===== config.mk =====
export PLATFORM = sky130hd
export DESIGN_NAME = alu16_seq_ctrl
export DESIGN_NICKNAME = d
export VERILOG_FILES = /design/src/rtl/alu16_seq_ctrl.sv
export SDC_FILE = /design/constraint.sdc
export NUM_CORES = 1
export LEC_CHECK = 0
export BUFFER_PORTS_ARGS = -buffer_cell sky130_fd_sc_hd__buf_2
export CAP_MARGIN = 20
export CORE_ASPECT_RATIO = 0.5
export CORE_MARGIN = 2
export CORE_UTILIZATION = 30
export CTS_BUF_LIST = sky130_fd_sc_hd__clkbuf_2 sky130_fd_sc_hd__clkbuf_4 sky130_fd_sc_hd__clkbuf_8
export CTS_CLUSTER_DIAMETER = 30
export DETAILED_ROUTE_END_ITERATION = 10
export SLEW_MARGIN = 20
export SYNTH_ARGS = -nofsm -noshare
export SYNTH_HDL_FRONTEND = slang
export SYNTH_SLANG_ARGS = --single-unit

===== constraint.sdc =====
create_clock -name clk -period 2.3 [get_ports clk]
set_input_delay 0.23 -clock clk [delete_from_list [all_inputs] [get_ports clk]]
set_output_delay 0.23 -clock clk [all_outputs]
set_load 0.005 [all_outputs]

===== src/rtl/alu16_seq_ctrl.sv =====
// Request/response sequencer for a 16-bit ALU: single-pass ops go through one
// ALU evaluation, and multiply runs as 16 shift-add steps on the ALU add path.
module alu16_seq_ctrl #(
  parameter logic [2:0] ADD_OP    = 3'b000,
  parameter logic [2:0] MUL_OP    = 3'b111,
  parameter int         MUL_ITERS = 16
) (
  input  logic        clk,
  input  logic        reset,
  input  logic        req_valid,
  output logic        req_ready,
  input  logic [15:0] req_a,
  input  logic [15:0] req_b,
  input  logic [2:0]  req_op,
  output logic        rsp_valid,
  input  logic        rsp_ready,
  output logic [31:0] rsp_result,
  output logic        busy,
  output logic [15:0] alu_a,
  output logic [15:0] alu_b,
  output logic [2:0]  alu_op,
  input  logic [31:0] alu_result
);

  typedef enum logic [1:0] {IDLE, EXEC, MUL, RESP} state_t;

  localparam logic [3:0] LAST_ITER = 4'(MUL_ITERS - 1);

  state_t      state_q, state_d;
  logic [15:0] a_q, a_d;
  logic [15:0] b_q, b_d;
  logic [2:0]  op_q, op_d;
  logic [15:0] hi_q, hi_d;
  logic [15:0] lo_q, lo_d;
  logic [3:0]  cnt_q, cnt_d;
  logic [31:0] rsp_result_q, rsp_result_d;

  logic [15:0] sum;
  logic        carry;
  logic [31:0] shifted;

  assign req_ready  = (state_q == IDLE) && !reset;
  assign rsp_valid  = (state_q == RESP);
  assign busy       = (state_q != IDLE);
  assign rsp_result = rsp_result_q;

  // One shift-add step: the carry out of hi+M is recovered from the 16-bit
  // sum wrapping below M, so only the low half of the ALU result is needed.
  assign sum     = alu_result[15:0];
  assign carry   = (sum < a_q);
  assign shifted = lo_q[0] ? {carry, sum, lo_q[15:1]} : {1'b0, hi_q, lo_q[15:1]};

  always_comb begin
    state_d      = state_q;
    a_d          = a_q;
    b_d          = b_q;
    op_d         = op_q;
    hi_d         = hi_q;
    lo_d         = lo_q;
    cnt_d        = cnt_q;
    rsp_result_d = rsp_result_q;
    alu_a        = 16'h0000;
    alu_b        = 16'h0000;
    alu_op       = ADD_OP;

    case (state_q)
      IDLE: begin
        if (req_valid && req_ready) begin
          a_d  = req_a;
          b_d  = req_b;
          op_d = req_op;
          if (req_op == MUL_OP) begin
            hi_d    = 16'h0000;
            lo_d    = req_b;
            cnt_d   = 4'd0;
            state_d = MUL;
          end else begin
            state_d = EXEC;
          end
        end
      end
      EXEC: begin
        alu_a        = a_q;
        alu_b        = b_q;
        alu_op       = op_q;
        rsp_result_d = alu_result;
        state_d      = RESP;
      end
      MUL: begin
        alu_a  = hi_q;
        alu_b  = a_q;
        alu_op = ADD_OP;
        hi_d   = shifted[31:16];
        lo_d   = shifted[15:0];
        cnt_d  = cnt_q + 4'd1;
        if (cnt_q == LAST_ITER) begin
          rsp_result_d = shifted;
          state_d      = RESP;
        end
      end
      RESP: begin
        if (rsp_ready) begin
          state_d = IDLE;
        end
      end
      default: state_d = IDLE;
    endcase
  end

  always_ff @(posedge clk) begin
    if (reset) begin
      state_q      <= IDLE;
      a_q          <= 16'h0000;
      b_q          <= 16'h0000;
      op_q         <= 3'b000;
      hi_q         <= 16'h0000;
      lo_q         <= 16'h0000;
      cnt_q        <= 4'd0;
      rsp_result_q <= 32'h0000_0000;
    end else begin
      state_q      <= state_d;
      a_q          <= a_d;
      b_q          <= b_d;
      op_q         <= op_d;
      hi_q         <= hi_d;
      lo_q         <= lo_d;
      cnt_q        <= cnt_d;
      rsp_result_q <= rsp_result_d;
    end
  end

endmodule


After elaboration in Yosys (flattened, before gate mapping)
Index checks and enable logic that the tools add are counted.

storage, ports and cells
  logic and storage cells = 50
  output and inout bits = 70
  flip-flop bits (word level) = 105

cells by class
  reduce and logical (&&, ||, !) cells = 11
  mux-type cells = 20
  $lt $le $gt $ge = 1
  $add $sub $neg = 1
  equality and inequality tests = 9

operator list
  kind                   count
  $pmux W16 S2           4
  $mux W16               4
  $mux W32               2
  $pmux W32 S2           1
  $lt A16 B16 Y1         1
  $mux W2                4
  $mux W4                2
  $pmux W2 S4            1
  $pmux W4 S2            1
  $ne A2 B1 Y1 const B   3
  $reduce_and A3 Y1      2
  $reduce_bool A2 Y1     3
  $add A4 B1 Y4 const B  1
  $eq A2 B2 Y1 const B   2
  $eq A4 B4 Y1 const B   1
  $reduce_and A2 Y1      2
  $eq A3 B3 Y1 const B   1
  $mux W3                1
  $eq A2 B1 Y1 const B   1
  $logic_and A1 B1 Y1    2
  $logic_not A2 Y1       1
  $ne A2 B2 Y1 const B   1
  $logic_not A1 Y1       1

Longest topological paths before layout
  word-level depth = 5
  depth in mapped cells = 9
  depth with buffers taken out = 7

Least setup slack after synthesis
Ideal clock, no wire load.

  path kind = reg2reg
  start = register state_q[0]
  end = register cnt_q[3]
  cell stages (with the launch flop) = 10
  buffers on the path = 2
  path slack = 541 ps
  required time = 2,170 ps
  arrival time = 1,629 ps
  cell sequence = dfxtp_1 > inv_1 > ha_1 > and3b_1 > buf_6 > a21o_4 > buf_6 > nand4_1 > xor2_1 > nor3_2

on the way
  cells in the longest elaborated chain, start to end = 5
  elaborated cells between the ends (all ways) = 9
  classes of those cells = 3 x eq/ne; 1 x mux; 5 x reduce/logical

RTL lines
  element                      RTL line  source
  start: declaration           29        state_t state_q, state_d;
  start signal: assignment     121       state_q <= state_d;
  $logic_not A2 Y1             42, 66
  $logic_and A1 B1 Y1          42        assign req_ready = (state_q == IDLE) && !reset;
  $logic_and A1 B1 Y1          68        if (req_valid && req_ready) begin
  $ne A2 B1 Y1 (no line)       --
  $reduce_and A3 Y1 (no line)  --
  end signal: assignment       127       cnt_q <= cnt_d;
  end: declaration             35        logic [3:0] cnt_q, cnt_d;

Parallel ways exist; a longest one is shown, timed or not.
A chain may end at the register's enable or synchronous reset.

Worst setup path in the final report
  start = register state_q[0]
  end = output port alu_a[14]

on the way
  cells in the longest elaborated chain, start to end = 2
  elaborated cells between the ends (all ways) = 3
  classes of those cells = 2 x eq/ne; 1 x mux

RTL lines
  element                                       RTL line  source
  $eq A2 B2 Y1 or $eq A2 B1 Y1 (tied branches)  66        case (state_q)
  $pmux W16 S2 *                                66
  end: declaration                              19        output logic [15:0] alu_a,

Every way passes the cells marked *; elsewhere a longest branch is shown, timed or not.

==> implementation parameters <==
Parameter                              Value

Final layout
  Area of all placed cells without fillers    ~6300 sq um
  Fraction of layout instances using a drive strength above 1    between 20% and 30%
  Highest-count cells in the layout ignoring fill and taps    buf_2, nand2_1, dfxtp_1
  Nets    854
  Area growth from synthesis to final layout    21.20%
  Most common cell after layout, fill and taps aside    buf_2

Floorplan
  Core Area    about 17000 sq um
  Initial cell density of the core    a little under a third
  I/O pin total    141
  Die outline area    between 15000 and 20000 sq um
  Placement Rows    34
  Chip Height    between 90 and 100 um
  Die width    between 150 and 200 um

Logic synthesis
  Post-synth net total    741
  Number of different library cells in the post-synthesis netlist    44
  Proportion of register bits with asynchronous set or reset after synthesis    0%
  Cell area after technology mapping    roughly 5200 sq um
  Flip-flop cell with the highest count after synthesis    dfxtp_1
  Yosys Warn Count    0
  EDFF count, synth    0
  Avg Inst Size Synth    a little over 8 sq um
  Multiplexer area fraction after synthesis    ~5.9%
  Adder-Cell Fraction of Synth Area    4.785%
  Number of synthesized register bits    between 100 and 150
  Share of the synthesized area in compound gates (AO/OA/AOI/OAI)    21.67%
  Sequential-to-total area share from yosys stat    40.19%
  Xor/xnor cell area share of the yosys netlist    0.5024%
  Cell count after synthesis    between 600 and 700
  Largest family of logic cells by synthesized area    compound AO/OA/AOI/OAI gates
  Post-synthesis share of cell area spent on and, or, nand and nor gates    20.38%

Timing
  Worst Clk Skew    around 0.014 ns
  Period utilisation layout    a little over nine tenths
  Worst setup slack after layout    ~0.12 ns
  Max-slew headroom    58.23%
  Final Hold Violating Endpoints    0
  Period minus WS final    2.178 ns
  RSZ-0062 raised after global routing    false
  Total negative slack    0 ns
  Measured slew at the worst slew-check pin    about 0.63 ns
  Final count of pins violating max slew    0
  Number of setup violations in the final report    0
  Fmax achieved    between 400 and 500 MHz

Global routing
  Global-route wire length before repair    around 26000 um
  Pin count of the biggest net entering global routing    between 100 and 150
  Initial antenna violation count    2
  Number of global-route vias before repair    ~4700
  Total grt overflow    0
  Aggregate global-route resource usage    around 18%

Outcome
  Outcome    finished, final reports clean

Power
  Post-layout total power    5.319 mW
  Leakage Power    approximately 2.4 nW
  Peak VDD IR    approximately 0.00035 V
  Power per Cell Area    approximately 840 nW/um^2

CTS
  Total CTS buffers    9
  Sinks on Clock Net    approximately 110
  Clk_lat worst skew    between 0.3 and 0.4 ns
  CTS clock-pin slew for the worst setup and hold paths    0.10 ns
  H-tree level count    3
  Clock Root Buffer    clkbuf_8
  Clock tree from TritonCTS    built
  Deepest clock path buffer count    2
  Post-CTS Setup Bufs    0

Critical path
  Crit path required time    2.07 ns
  Worst Setup End Kind    output pin
  Depth of the worst register-to-register path    7
  Reg2Reg Capture Point    hi_q[15]
  CP startpoint kind    flop
  Largest fanout of any net on the critical path    33
  Internal reg-to-reg setup slack    ~0.30 ns
  FF-to-FF Start    state_q[0]
  Worst endpoint data arrival time    1.95 ns
  Crit Path Class    flop to output pin

Detailed routing
  Count of antenna-violating nets left after detailed routing    0
  Total number of vias    around 5000
  Vias per Instance    5.008
  Final Routed Wirelength    17040 um
  Detailed Route Iter0 Violations    459
  Drc violations    0
  First-pass iteration count of the detailed router    5
  Post-DR wirelength/cell    between 15 and 20 um

Min path
  Destination of the worst hold path    a_q[10]
  Hold Startpoint    req_a[10]
  Instance count along the most critical hold path    3
  Path class of the lowest-slack min-delay path    primary input to flop

Place
  DPL Wire Length    12580 um
  Setup Slack @ Placement    about 0.37 ns
  RePlAce Congestion    0.8407
  Number of port buffers    140
  Cell area after placement    about 6100 sq um

Flow run
  Number of max-capacitance violations reported    0
worst max-delay path, cell delays in order, from the launching register on:
cell      delay, ns
dfxtp_1        0.40
inv_1          0.11
ha_1           0.36
clkinv_1       0.15
buf_6          0.23
nor2_1         0.19
buf_2          0.14
layout make-up:
cell class,instances,area (sq um)
Tap cell,234,292.8
Inverter,21,78.83
Fill cell,1849,10890
Antenna cell,1,2.502
Clock buffer,10,131.4
Clock inverter,6,67.56
Sequential cell,105,2102
Timing Repair Buffer,157,852.1
Multi-Input combinational cell,469,2811
synthesized netlist by cell type, types with 2 or more instances:
library cell	count	area, sq um
dfxtp_1	105	2102
nand2_1	105	394.1
nor2_1	67	251.5
a21oi_1	39	195.2
clkbuf_1	33	123.9
a22oi_1	32	240.2
mux2i_1	31	310.3
o21ai_0	23	115.1
nand2b_1	22	137.6
ha_1	20	250.2
inv_1	19	71.32
nor3_1	19	95.09
nand3_1	17	85.08
o211ai_1	17	127.6
a211oi_1	16	120.1
a31oi_1	16	100.1
o31ai_1	15	112.6
buf_2	12	60.06
buf_6	4	45.04
and2_1	3	18.77
buf_1	3	11.26
buf_4	3	22.52
clkinv_1	2	7.510
nand4_1	2	12.51
nor2b_1	2	12.51
o2111ai_1	2	17.52
o21a_1	2	15.01
o21bai_1	2	15.01
xor2_1	2	17.52
through the flow:
step	instances	hold WS, ns	util (%)
2_1_floorplan	650	0.3385	-
3_3_place_gp	986	0.4313	35.56
3_5_place_dp	986	0.4326	35.56
4_1_cts	1002	0.03847	36.73
5_1_grt	1003	0.03421	36.79
6_report	1003	0.05112	36.79
worst max-delay path by stage:
stage | endpoint | start | slack, ns
2_1_floorplan | cnt_q[3] | state_q[0] | 0.54
3_3_place_gp | lo_q[11] | state_q[0] | 0.40
3_5_place_dp | b_q[5] | state_q[0] | 0.37
4_1_cts | alu_a[14] | state_q[0] | 0.04
5_1_grt | alu_b[13] | state_q[0] | 0.01
6_report | alu_a[14] | state_q[0] | 0.12
kinds of logic (layout without fill, tap and decap cells):
logic type / Yosys count / in the layout
AND/OR/NAND/NOR: 244 / 244
AO/OA/AOI/OAI: 171 / 171
flip-flops: 105 / 105
buffers and inverters: 76 / 194
multiplexers: 31 / 31
adder cells (fa/ha/maj): 20 / 20
XOR/XNOR: 3 / 3
other: 0 / 1
routing by layer:
metal	vias up	GRT usage (%)	wire [um]
met2	124	24.95	6884
met1	2378	29.04	9045
met4	2	4.055	204
met3	18	3.395	895
li1	2501	-	-
met5	-	0	11
registers in the layout, indices dropped and copies added (netlist names):
name,cells
lo_q,16
hi_q,16
cnt_q,4
op_q,3
rsp_result,32
b_q,16
a_q,16
state_q,2
where the power goes:
| part | total [mW] | switching (mW) | internal [mW] | leakage [nW] |
|---|---|---|---|---|
| Combinational | 1.81 | 1.13 | 0.679 | 1.45 |
| Sequential | 2.31 | 0.180 | 2.13 | 0.857 |
| Clock | 1.20 | 0.681 | 0.523 | 0.102 |
timing repair:
| action | in CTS | in global routing |
|---|---|---|
| setup endpoints to repair | 4 | 30 |
| gates cloned | 0 | 0 |
| hold buffers | 0 | 0 |
| gates resized for setup | 1 | 3 |
Note: power is estimated with default switching activity, not from simulation.
